File: config.mk
export PLATFORM = sky130hd
export DESIGN_NAME = bus_delay_ctl_flat
export DESIGN_NICKNAME = d
export VERILOG_FILES = /design/src/rtl/retro_bus_pkg.sv /design/src/rtl/bus_delay_ctl_if.sv /design/src/rtl/bus_delay_ctl.sv /design/src/flat_wrapper.sv
export SDC_FILE = /design/constraint.sdc
export NUM_CORES = 1
export LEC_CHECK = 0
export CAP_MARGIN = 5
export CORE_UTILIZATION = 30
export CTS_BUF_LIST = sky130_fd_sc_hd__clkbuf_2 sky130_fd_sc_hd__clkbuf_4 sky130_fd_sc_hd__clkbuf_8
export DETAILED_ROUTE_END_ITERATION = 8
export PLACE_DENSITY = 0.67
export SLEW_MARGIN = 20
export SYNTH_ARGS = -nofsm -noshare
export SYNTH_HDL_FRONTEND = slang
export SYNTH_SLANG_ARGS = --single-unit
File: constraint.sdc
create_clock -name Clk -period 1.9 [get_ports Clk]
set_input_delay 0.19 -clock Clk [delete_from_list [all_inputs] [get_ports Clk]]
set_output_delay 0.19 -clock Clk [all_outputs]
set_load 0.01 [all_outputs]
File: src/rtl/retro_bus_pkg.sv
// Shared types and constants for the bus delay controller.
// Holds the FSM state encoding and the counter-width helper.
package retro_bus_pkg;

  typedef enum logic [1:0] {
    IDLE,
    WAIT_FAST,
    STALL,
    DONE
  } bus_delay_state_t;

  // A timed-out read leaves the last captured data on CoreRData.
  localparam bit OPEN_BUS_HOLD = 1'b1;

  function automatic int cnt_w(input int max_val);
    return $clog2(max_val + 1);
  endfunction

endpackage

File: src/rtl/bus_delay_ctl_if.sv
// Core-side and memory-side signals of the bus delay controller.
// slave = the controller, master = the core/memory environment.
interface bus_delay_ctl_if #(
  parameter int AddrWidth = 24,
  parameter int DataWidth = 8
);

  logic                 CoreReq;
  logic                 CoreWe;
  logic [AddrWidth-1:0] CoreAddr;
  logic [DataWidth-1:0] CoreWData;
  logic [DataWidth-1:0] CoreRData;
  logic                 CoreDone;
  logic                 MemReq;
  logic                 MemWe;
  logic [AddrWidth-1:0] MemAddr;
  logic [DataWidth-1:0] MemWData;
  logic                 MemAck;
  logic [DataWidth-1:0] MemRData;

  modport slave (
    input  CoreReq, CoreWe, CoreAddr, CoreWData,
    input  MemAck, MemRData,
    output CoreRData, CoreDone,
    output MemReq, MemWe, MemAddr, MemWData
  );

  modport master (
    output CoreReq, CoreWe, CoreAddr, CoreWData,
    output MemAck, MemRData,
    input  CoreRData, CoreDone,
    input  MemReq, MemWe, MemAddr, MemWData
  );

endinterface

File: src/rtl/bus_delay_ctl.sv
// Turns slow memory handshakes into the catch-up unit's Delay input.
// Define DELAY_STATS_EN to add the DelayCycles stall counter output.
module bus_delay_ctl
  import retro_bus_pkg::*;
#(
  parameter int AddrWidth   = 24,
  parameter int DataWidth   = 8,
  parameter int SlackCycles = 4,
  parameter int MaxWait     = 64
) (
  input  logic            Clk,
  input  logic            Reset_n,
  input  logic            RefCe,
  bus_delay_ctl_if.slave  bus,
  output logic            Delay,
  output logic            Timeout
`ifdef DELAY_STATS_EN
  ,
  output logic [31:0]     DelayCycles
`endif
);

  localparam int SW = cnt_w(SlackCycles);
  localparam int WW = cnt_w(MaxWait);

  localparam logic [SW-1:0] SLACK_INIT = SW'(SlackCycles);
  localparam logic [SW-1:0] SLACK_LAST = SW'(1);
  localparam logic [WW-1:0] WAIT_LIM   = WW'(MaxWait);

  bus_delay_state_t state_q, state_d;

  logic [SW-1:0]        slack_q, slack_d;
  logic [WW-1:0]        wait_q, wait_d;
  logic                 mem_req_q, mem_req_d;
  logic                 mem_we_q, mem_we_d;
  logic [AddrWidth-1:0] mem_addr_q, mem_addr_d;
  logic [DataWidth-1:0] mem_wdata_q, mem_wdata_d;
  logic                 delay_q, delay_d;
  logic                 timeout_q, timeout_d;
  logic                 core_done_q, core_done_d;
  logic [DataWidth-1:0] core_rdata_q, core_rdata_d;

  logic          ack;
  logic [SW-1:0] slack_dec;
  logic [WW-1:0] wait_inc;
  logic          timeout_hit;

  assign ack       = mem_req_q && bus.MemAck;
  assign slack_dec = (slack_q != '0) ? slack_q - SW'(1) : slack_q;
  assign wait_inc  = (wait_q != '1) ? wait_q + WW'(1) : wait_q;
  assign timeout_hit = (wait_inc >= WAIT_LIM);

  always_comb begin
    state_d      = state_q;
    slack_d      = slack_q;
    wait_d       = wait_q;
    mem_req_d    = mem_req_q;
    mem_we_d     = mem_we_q;
    mem_addr_d   = mem_addr_q;
    mem_wdata_d  = mem_wdata_q;
    delay_d      = delay_q;
    timeout_d    = 1'b0;
    core_done_d  = core_done_q;
    core_rdata_d = core_rdata_q;

    unique case (state_q)
      IDLE, DONE: begin
        if (RefCe) begin
          if (bus.CoreReq) begin
            state_d     = WAIT_FAST;
            mem_req_d   = 1'b1;
            mem_we_d    = bus.CoreWe;
            mem_addr_d  = bus.CoreAddr;
            mem_wdata_d = bus.CoreWData;
            slack_d     = SLACK_INIT;
            wait_d      = '0;
            core_done_d = 1'b0;
          end else begin
            state_d     = IDLE;
            core_done_d = 1'b0;
          end
        end
      end
      WAIT_FAST, STALL: begin
        slack_d = slack_dec;
        wait_d  = wait_inc;
        // An ack on the timeout edge still completes the transfer.
        if (ack) begin
          state_d     = DONE;
          mem_req_d   = 1'b0;
          delay_d     = 1'b0;
          core_done_d = 1'b1;
          if (!mem_we_q) begin
            core_rdata_d = bus.MemRData;
          end
        end else if (timeout_hit) begin
          state_d     = DONE;
          mem_req_d   = 1'b0;
          delay_d     = 1'b0;
          timeout_d   = 1'b1;
          core_done_d = 1'b1;
          if (!OPEN_BUS_HOLD) begin
            core_rdata_d = '0;
          end
        end else if (state_q == WAIT_FAST &&
                     slack_q == SLACK_LAST) begin
          state_d = STALL;
          delay_d = 1'b1;
        end
      end
      default: state_d = IDLE;
    endcase
  end

  always_ff @(posedge Clk or negedge Reset_n) begin
    if (!Reset_n) begin
      state_q      <= IDLE;
      slack_q      <= '0;
      wait_q       <= '0;
      mem_req_q    <= 1'b0;
      mem_we_q     <= 1'b0;
      mem_addr_q   <= '0;
      mem_wdata_q  <= '0;
      delay_q      <= 1'b0;
      timeout_q    <= 1'b0;
      core_done_q  <= 1'b0;
      core_rdata_q <= '0;
    end else begin
      state_q      <= state_d;
      slack_q      <= slack_d;
      wait_q       <= wait_d;
      mem_req_q    <= mem_req_d;
      mem_we_q     <= mem_we_d;
      mem_addr_q   <= mem_addr_d;
      mem_wdata_q  <= mem_wdata_d;
      delay_q      <= delay_d;
      timeout_q    <= timeout_d;
      core_done_q  <= core_done_d;
      core_rdata_q <= core_rdata_d;
    end
  end

  assign bus.MemReq    = mem_req_q;
  assign bus.MemWe     = mem_we_q;
  assign bus.MemAddr   = mem_addr_q;
  assign bus.MemWData  = mem_wdata_q;
  assign bus.CoreDone  = core_done_q;
  assign bus.CoreRData = core_rdata_q;
  assign Delay         = delay_q;
  assign Timeout       = timeout_q;

`ifdef DELAY_STATS_EN
  logic [31:0] dcyc_q, dcyc_d;

  always_comb begin
    dcyc_d = dcyc_q;
    if (delay_q && dcyc_q != '1) begin
      dcyc_d = dcyc_q + 32'd1;
    end
  end

  always_ff @(posedge Clk or negedge Reset_n) begin
    if (!Reset_n) begin
      dcyc_q <= '0;
    end else begin
      dcyc_q <= dcyc_d;
    end
  end

  assign DelayCycles = dcyc_q;
`endif

endmodule
File: src/flat_wrapper.sv
// flat-port wrapper written by rule: the top's interface ports become plain ports
module bus_delay_ctl_flat import retro_bus_pkg::*;
#(
  parameter int AddrWidth   = 24,
  parameter int DataWidth   = 8,
  parameter int SlackCycles = 4,
  parameter int MaxWait     = 64
)
  (Clk, Reset_n, RefCe, Delay, Timeout, bus_CoreReq, bus_CoreWe, bus_CoreAddr, bus_CoreWData, bus_MemAck, bus_MemRData, bus_CoreRData, bus_CoreDone, bus_MemReq, bus_MemWe, bus_MemAddr, bus_MemWData);
  bus_delay_ctl_if #(.AddrWidth(AddrWidth), .DataWidth(DataWidth)) bus_i ();
  input  logic Clk;
  input  logic Reset_n;
  input  logic RefCe;
  output logic Delay;
  output logic Timeout;
  input wire logic [$bits(bus_i.CoreReq)-1:0] bus_CoreReq;
  input wire logic [$bits(bus_i.CoreWe)-1:0] bus_CoreWe;
  input wire logic [$bits(bus_i.CoreAddr)-1:0] bus_CoreAddr;
  input wire logic [$bits(bus_i.CoreWData)-1:0] bus_CoreWData;
  input wire logic [$bits(bus_i.MemAck)-1:0] bus_MemAck;
  input wire logic [$bits(bus_i.MemRData)-1:0] bus_MemRData;
  output wire logic [$bits(bus_i.CoreRData)-1:0] bus_CoreRData;
  output wire logic [$bits(bus_i.CoreDone)-1:0] bus_CoreDone;
  output wire logic [$bits(bus_i.MemReq)-1:0] bus_MemReq;
  output wire logic [$bits(bus_i.MemWe)-1:0] bus_MemWe;
  output wire logic [$bits(bus_i.MemAddr)-1:0] bus_MemAddr;
  output wire logic [$bits(bus_i.MemWData)-1:0] bus_MemWData;
  assign bus_i.CoreReq = bus_CoreReq;
  assign bus_i.CoreWe = bus_CoreWe;
  assign bus_i.CoreAddr = bus_CoreAddr;
  assign bus_i.CoreWData = bus_CoreWData;
  assign bus_i.MemAck = bus_MemAck;
  assign bus_i.MemRData = bus_MemRData;
  assign bus_CoreRData = bus_i.CoreRData;
  assign bus_CoreDone = bus_i.CoreDone;
  assign bus_MemReq = bus_i.MemReq;
  assign bus_MemWe = bus_i.MemWe;
  assign bus_MemAddr = bus_i.MemAddr;
  assign bus_MemWData = bus_i.MemWData;
  bus_delay_ctl #(.AddrWidth(AddrWidth), .DataWidth(DataWidth), .SlackCycles(SlackCycles), .MaxWait(MaxWait)) u_core (.Clk(Clk), .Reset_n(Reset_n), .RefCe(RefCe), .bus(bus_i), .Delay(Delay), .Timeout(Timeout));
endmodule
==> results of run 1 <==
==> per-layer routing <==
layer / GRT usage, % / share of wire (%)
met1: 16.52 / 46
met2: 17.79 / 43
met3: 5.638 / 8.9
met4: 7.161 / 2.1
met5: 0 / 0
==> sequential cells by signal, indices dropped and copies added (netlist names) <==
register	flops
u_core.Delay	1
u_core.Timeout	1
u_core.bus.CoreDone	1
u_core.bus.CoreRData	8
u_core.bus.MemAddr	24
u_core.bus.MemReq	1
u_core.bus.MemWData	8
u_core.bus.MemWe	1
u_core.slack_q	3
u_core.state_q	2
u_core.wait_q	7
==> path summary, 6_finish.rpt <==
check,start,to,slack [ps],cells past startpoint
min reg2reg,u_core.bus.MemAddr[20]$_DFFE_PN0P_,u_core.bus.MemAddr[20]$_DFFE_PN0P_,500,1
max,u_core.state_q[0]$_DFFE_PN0P_,u_core.bus.CoreRData[4]$_DFFE_PN0P_,110,3
max in group asynchronous,Reset_n,u_core.bus.MemAddr[23]$_DFFE_PN0P_,1250,3
min in group Clk,bus_CoreAddr[20],u_core.bus.MemAddr[20]$_DFFE_PN0P_,450,2
max reg2reg,u_core.state_q[0]$_DFFE_PN0P_,u_core.bus.CoreRData[4]$_DFFE_PN0P_,110,3
min,Reset_n,u_core.bus.MemAddr[15]$_DFFE_PN0P_,390,3
==> repair_timing <==
| action | CTS | global route |
|---|---|---|
| hold buffers | 1 | 0 |
| buffers inserted | 0 | 0 |
| endpoints found under the hold margin | 57 | 0 |
| endpoints found under the setup margin | 0 | 0 |
==> metrics by stage <==
stage / power, W / hold slack, ps / setup slack (ps)
global placement: 0.004901 / 219.5 / 144.7
finish: 0.006076 / 390.2 / 112.4
global route: 0.006503 / 415.4 / 6.165
floorplan: 0.003603 / -105.6 / 207.4
detailed placement: 0.004948 / 225.5 / 99.40
CTS: 0.006179 / 388.6 / 81.93
==> cells in the mapped netlist (all sizes together) <==
library cell,number,share of area (%)
clkbuf,2,0.31
and3,2,0.51
nor3,2,0.88
buf,6,2.3
a311o,1,0.41
a21oi,5,1.0
nor2b,2,0.51
nand2,4,0.62
mux2,42,19
o21ai,8,1.6
ha,5,2.6
a211oi,2,0.62
and4,1,0.36
and4b,1,0.41
inv,7,1.1
a311oi,1,0.36
and3b,1,0.36
a21boi,3,0.93
nor4bb,1,0.41
mux2i,2,0.82
nor2,2,0.31
a31oi,5,1.3
xnor2,1,0.36
o22a,1,0.36
nand3,4,1.3
o31ai,1,0.31
o2bb2ai,1,0.36
a221oi,1,0.62
nand2b,3,0.77
dfrtp,57,59
==> worst reg2reg max path, stage by stage (launching register included) <==
cell and delay [ps]:
dfrtp_1 400, ha_1 440, nor3_4 440, mux2_2 390
==> cell type report <==
cell class	instances	area (um^2)
fillers	724	4101
flip-flops and latches	57	1426
repair buffers	95	960.9
multi-input cells	102	914.6
clock buffers	12	158.9
well taps	102	127.6
clock inverters	4	51.30
inverters	7	26.28
==> logic make-up (layout without fill, tap and decap cells) <==
logic type | after synthesis | after routing | synth area share [%]
flip-flops | 57 | 57 | 58.70
multiplexers | 44 | 44 | 20.29
AO/OA/AOI/OAI | 29 | 29 | 7.930
AND/OR/NAND/NOR | 23 | 23 | 6.488
buffers and inverters | 15 | 118 | 3.656
adder cells (fa/ha/maj) | 5 | 5 | 2.575
XOR/XNOR | 1 | 1 | 0.3605
==> power by group <==
part,internal [W],switching (W)
Sequential,0.00181,0.000354
Clock,0.000692,0.000486
Combinational,0.00165,0.00108
Total,0.00415,0.00192
==> flow_metrics.env, run 1 <==
export IMPL_first_pass_iters=4
export IMPL_fin_crit_ps=1788
export IMPL_relSlewSlack_pct=64.48
export IMPL_vias=1740
export IMPL_setup_violations=0
export IMPL_cts_clk_slew_worst_paths_ps=70
export IMPL_via_per_inst=4.591
export IMPL_p_leak_nw=1.556
export IMPL_outcome="complete, no violations"
export IMPL_cp_start_kind="flop"
export IMPL_dieHeight_um=92.00
export IMPL_die_w_um=92.00
export IMPL_final_util_pct=47.20
export IMPL_design_area_um2=3666
export IMPL_synth_yosys_warnings=0
export IMPL_slowest_delay_ps=440
export IMPL_fin_crit_sh_pct=94.08
export IMPL_grt_first_pass_wirelength_mm=8.383
export IMPL_root_buffer="clkbuf_8"
export IMPL_die_area_um2=8463
export IMPL_final_common_cell="clkdlybuf4s50_1"
export IMPL_syn_inst=174
export IMPL_crit_buf_inv=0
export IMPL_avgSynthCellArea_um2=13.96
export IMPL_num_rows=32
export IMPL_cts_made_buffers=9
export IMPL_dp_final_hpwl_mm=3.452
export IMPL_required_ps=2110
export IMPL_dpl_cell_area_um2=3446
export IMPL_worst_slew_pin_slew_ps=525.6
export IMPL_core_region_area_um2=7767
export IMPL_hold_path_class="in2async"
export IMPL_power_density_nw_per_um2=1657
export IMPL_nNetsFinal=323
export IMPL_drc=0
export IMPL_dp_cells=362
export IMPL_fmax_mhz=559.4
export IMPL_tns_ps=0
export IMPL_cp_slowest_cell="ha_1"
export IMPL_cp_end_kind="flop"
export IMPL_start_util_pct=31.28
export IMPL_maxCapViolations=0
export IMPL_grt_max_degree=58
export IMPL_clock_latency_ps=330
export IMPL_drive_gt1_share_pct=23.10
export IMPL_placement_io_buffers=90
export IMPL_critical_path_top_delay_family="adder cells"
export IMPL_slew_viol_final=0
export IMPL_antenna_found_initial=0
export IMPL_avgRoutedWirePerCell_um=13.29
export IMPL_synth_cell_types=34
export IMPL_timing_worst_setup_path_type="reg2reg"
export IMPL_n_antenna_cell=0
export IMPL_syn_nets=225
export IMPL_ios=91
export IMPL_layout_common_cells="clkdlybuf4s50_1, dfrtp_1, mux2_2"
export IMPL_synth_area_um2=2430
export IMPL_critPathMaxFanout=8
export IMPL_hold_viol_final=0
export IMPL_post_layout_nonfiller_instances=379
export IMPL_wl_mm=5.037
export IMPL_arrival_ps=2000
export IMPL_overflow=0
export IMPL_grtUsageTotal_pct=12.81
export IMPL_yosysSeqAreaShare_pct=58.70
export IMPL_gp_congestion=0.7355
export IMPL_crit_chain="ha_1 > nor3_4 > mux2_2"
export IMPL_drt_iter0_drc=65
export IMPL_antenna_left=0
export IMPL_post_cts_resized=0
export IMPL_grt_pass1_vias=1791
export IMPL_cts_tree="yes"
export IMPL_synthToLayoutAreaGrowth_pct=50.88
export IMPL_ctsHtreeMaxLevel=3
export IMPL_synth_seq_cells=57
export IMPL_clock_sinks=57
export IMPL_peakVddDrop_mv=0.8016
export IMPL_skew_ps=8.222
export IMPL_rsz0062_at_grt="false"
export IMPL_cts_buffer_depth=2
(Power assumes the default switching activity.)
==> run 2: changes to the inputs <==
- CAP_MARGIN: 5 -> not set
==> results of run 2 <==
Final layout, timing and power as in run 1 (identical DEF).
==> run 3: changes to the inputs <==
- CELL_PAD_IN_SITES_DETAIL_PLACEMENT: not set -> 1
- CELL_PAD_IN_SITES_GLOBAL_PLACEMENT: not set -> 1
- PLACE_DENSITY: 0.67 -> 0.8
==> run 3 against run 2 <==
Against the previous run:
- clock power up 23%
- sequential cell count is the same
- wire length is 16% higher
- clock skew down 1.4 ps
- clock-buffer cell count stayed put
- critical path depth did not move
- register-to-register slack barely moved
- setup slack got worse by 2.0 ps
- sequential share of layout area is 0.70 points lower
- via count grew 2.5%
- design area grew 1.8%
- critical path type unchanged
- critical endpoint unchanged
- largest power group unchanged
==> flow_metrics.env, run 3 (synthesis results as in run 1) <==
export IMPL_dpl_cell_area_um2=3466
export IMPL_cts_post_setup_buffers_inserted=0
export IMPL_first_pass_iters=4
export IMPL_relSlewSlack_pct=66.61
export IMPL_cp_slowest_cell="nor3_4"
export IMPL_layout_setup_ws_ps=110.4
export IMPL_grt_pass1_vias=2041
export IMPL_largest_reg_flops=24
export IMPL_r2r_end="u_core.bus.CoreRData[4]$_DFFE_PN0P_"
export IMPL_p_leak_nw=1.591
export IMPL_power_density_nw_per_um2=1728
export IMPL_root_buffer="clkbuf_8"
export IMPL_grt_first_pass_wirelength_mm=9.887
export IMPL_grtUsageTotal_pct=15.44
export IMPL_cts_tree="yes"
export IMPL_timing_worst_setup_path_type="reg2reg"
export IMPL_wl_mm=5.859
export IMPL_startpoint="u_core.state_q[0]$_DFFE_PN0P_"
export IMPL_cts_clk_slew_worst_paths_ps=70
export IMPL_critPathMaxFanout=8
export IMPL_ios=91
export IMPL_worst_slew_pin_slew_ps=494.1
export IMPL_die_w_um=92.00
export IMPL_crit_chain="ha_1 > nor3_4 > mux2_2"
export IMPL_skew_ps=6.780
export IMPL_required_ps=2120
export IMPL_r2r_start="u_core.state_q[0]$_DFFE_PN0P_"
export IMPL_placement_io_buffers=90
export IMPL_num_rows=32
export IMPL_layout_common_cells="clkdlybuf4s50_1, dfrtp_1, mux2_2"
export IMPL_final_util_pct=48.07
export IMPL_drt_iter0_drc=17
export IMPL_clock_latency_ps=340
export IMPL_n_antenna_cell=0
export IMPL_antenna_found_initial=0
export IMPL_slowest_delay_ps=440
export IMPL_cts_made_buffers=9
export IMPL_hold_path_class="in2async"
export IMPL_fin_crit_sh_pct=94.19
export IMPL_dp_slack_ps=116.2
export IMPL_reg2reg_depth=3
export IMPL_arrival_ps=2010
export IMPL_final_common_cell="clkdlybuf4s50_1"
export IMPL_cp_start_kind="flop"
export IMPL_fin_crit_ps=1790
export IMPL_critical_path_top_delay_family="simple AND/OR/NAND/NOR gates"
export IMPL_drive_gt1_share_pct=23.38
export IMPL_core_region_area_um2=7767
export IMPL_vias=1784
export IMPL_rsz0062_at_grt="false"
export IMPL_ctsHtreeMaxLevel=3
export IMPL_antenna_left=0
export IMPL_post_layout_nonfiller_instances=380
export IMPL_clock_sinks=57
export IMPL_tns_ps=0
export IMPL_drc=0
export IMPL_synthToLayoutAreaGrowth_pct=53.66
export IMPL_setup_violations=0
export IMPL_maxCapViolations=0
export IMPL_gp_congestion=0.7745
export IMPL_avgRoutedWirePerCell_um=15.42
export IMPL_crit_buf_inv=0
export IMPL_nNetsFinal=324
export IMPL_dieHeight_um=92.00
export IMPL_hold_viol_final=0
export IMPL_peakVddDrop_mv=0.8120
export IMPL_fmax_mhz=558.8
export IMPL_via_per_inst=4.695
export IMPL_cts_buffer_depth=2
export IMPL_r2r_setup_slack_ps=110
export IMPL_start_util_pct=31.28
export IMPL_cp_end_kind="flop"
export IMPL_slew_viol_final=0
export IMPL_overflow=0
export IMPL_dp_final_hpwl_mm=4.118
export IMPL_outcome="complete, no violations"
export IMPL_die_area_um2=8463
export IMPL_design_area_um2=3734
export IMPL_grt_max_degree=58
export IMPL_dp_cells=363
[run 3: cell count changes in the layout (fill, tap and decap cells not counted)]
cell,before,now
bufinv_16,1,3
buf_12,2,3
clkinvlp_4,1,0
clkinv_2,1,0
[run 3: worst max path at each step]
stage | cells after the start | endpoint
after global routing | 3 | u_core.bus.CoreRData[4]$_DFFE_PN0P_
after detailed placement | 3 | u_core.bus.CoreRData[0]$_DFFE_PN0P_
after CTS | 3 | u_core.bus.CoreRData[4]$_DFFE_PN0P_
final | 3 | u_core.bus.CoreRData[4]$_DFFE_PN0P_
after global placement | 3 | u_core.bus.CoreRData[2]$_DFFE_PN0P_
after floorplan | 4 | u_core.bus.CoreRData[0]$_DFFE_PN0P_
[run 3: area by class of cell]
class | count | area, um^2
clock buffer | 12 | 158.9
multi-input combinational | 102 | 914.6
sequential | 57 | 1426
inverter | 7 | 26.28
fill | 828 | 4034
tap | 102 | 127.6
timing repair buffer | 96 | 980.9
clock inverter | 4 | 98.84
[run 3: routing by layer]
layer  routed length [um]  global-route usage, %  up-vias
li1                     -                      -      822
met4                   75                  5.469        0
met2                 2699                  23.07       69
met1                 2476                  18.76      884
met5                    0                      0        -
met3                  607                  8.458        9
[run 3: metrics by stage]
stage               hold slack [ps]  power [W]
floorplan                    -105.6   0.003603
global placement              219.1   0.004934
detailed placement            219.6   0.005054
CTS                           374.7   0.006572
finish                        389.8   0.006452
global route                  399.3   0.006907
[run 3: power by group]
part / internal (W) / switching [W] / leakage (nW)
combinational: 0.00167 / 0.00113 / 0.775
clock: 0.000960 / 0.000495 / 0.130
sequential: 0.00181 / 0.000378 / 0.685
[run 3: timing repair]
item,in CTS,in global routing
gates resized for setup,0,0
hold buffers,1,0
endpoints found under the hold margin,57,0
[run 3: worst min-delay path: stages]
cell           delay [ps]
dlygate4sd3_1         520
buf_2                 120
buf_12                280
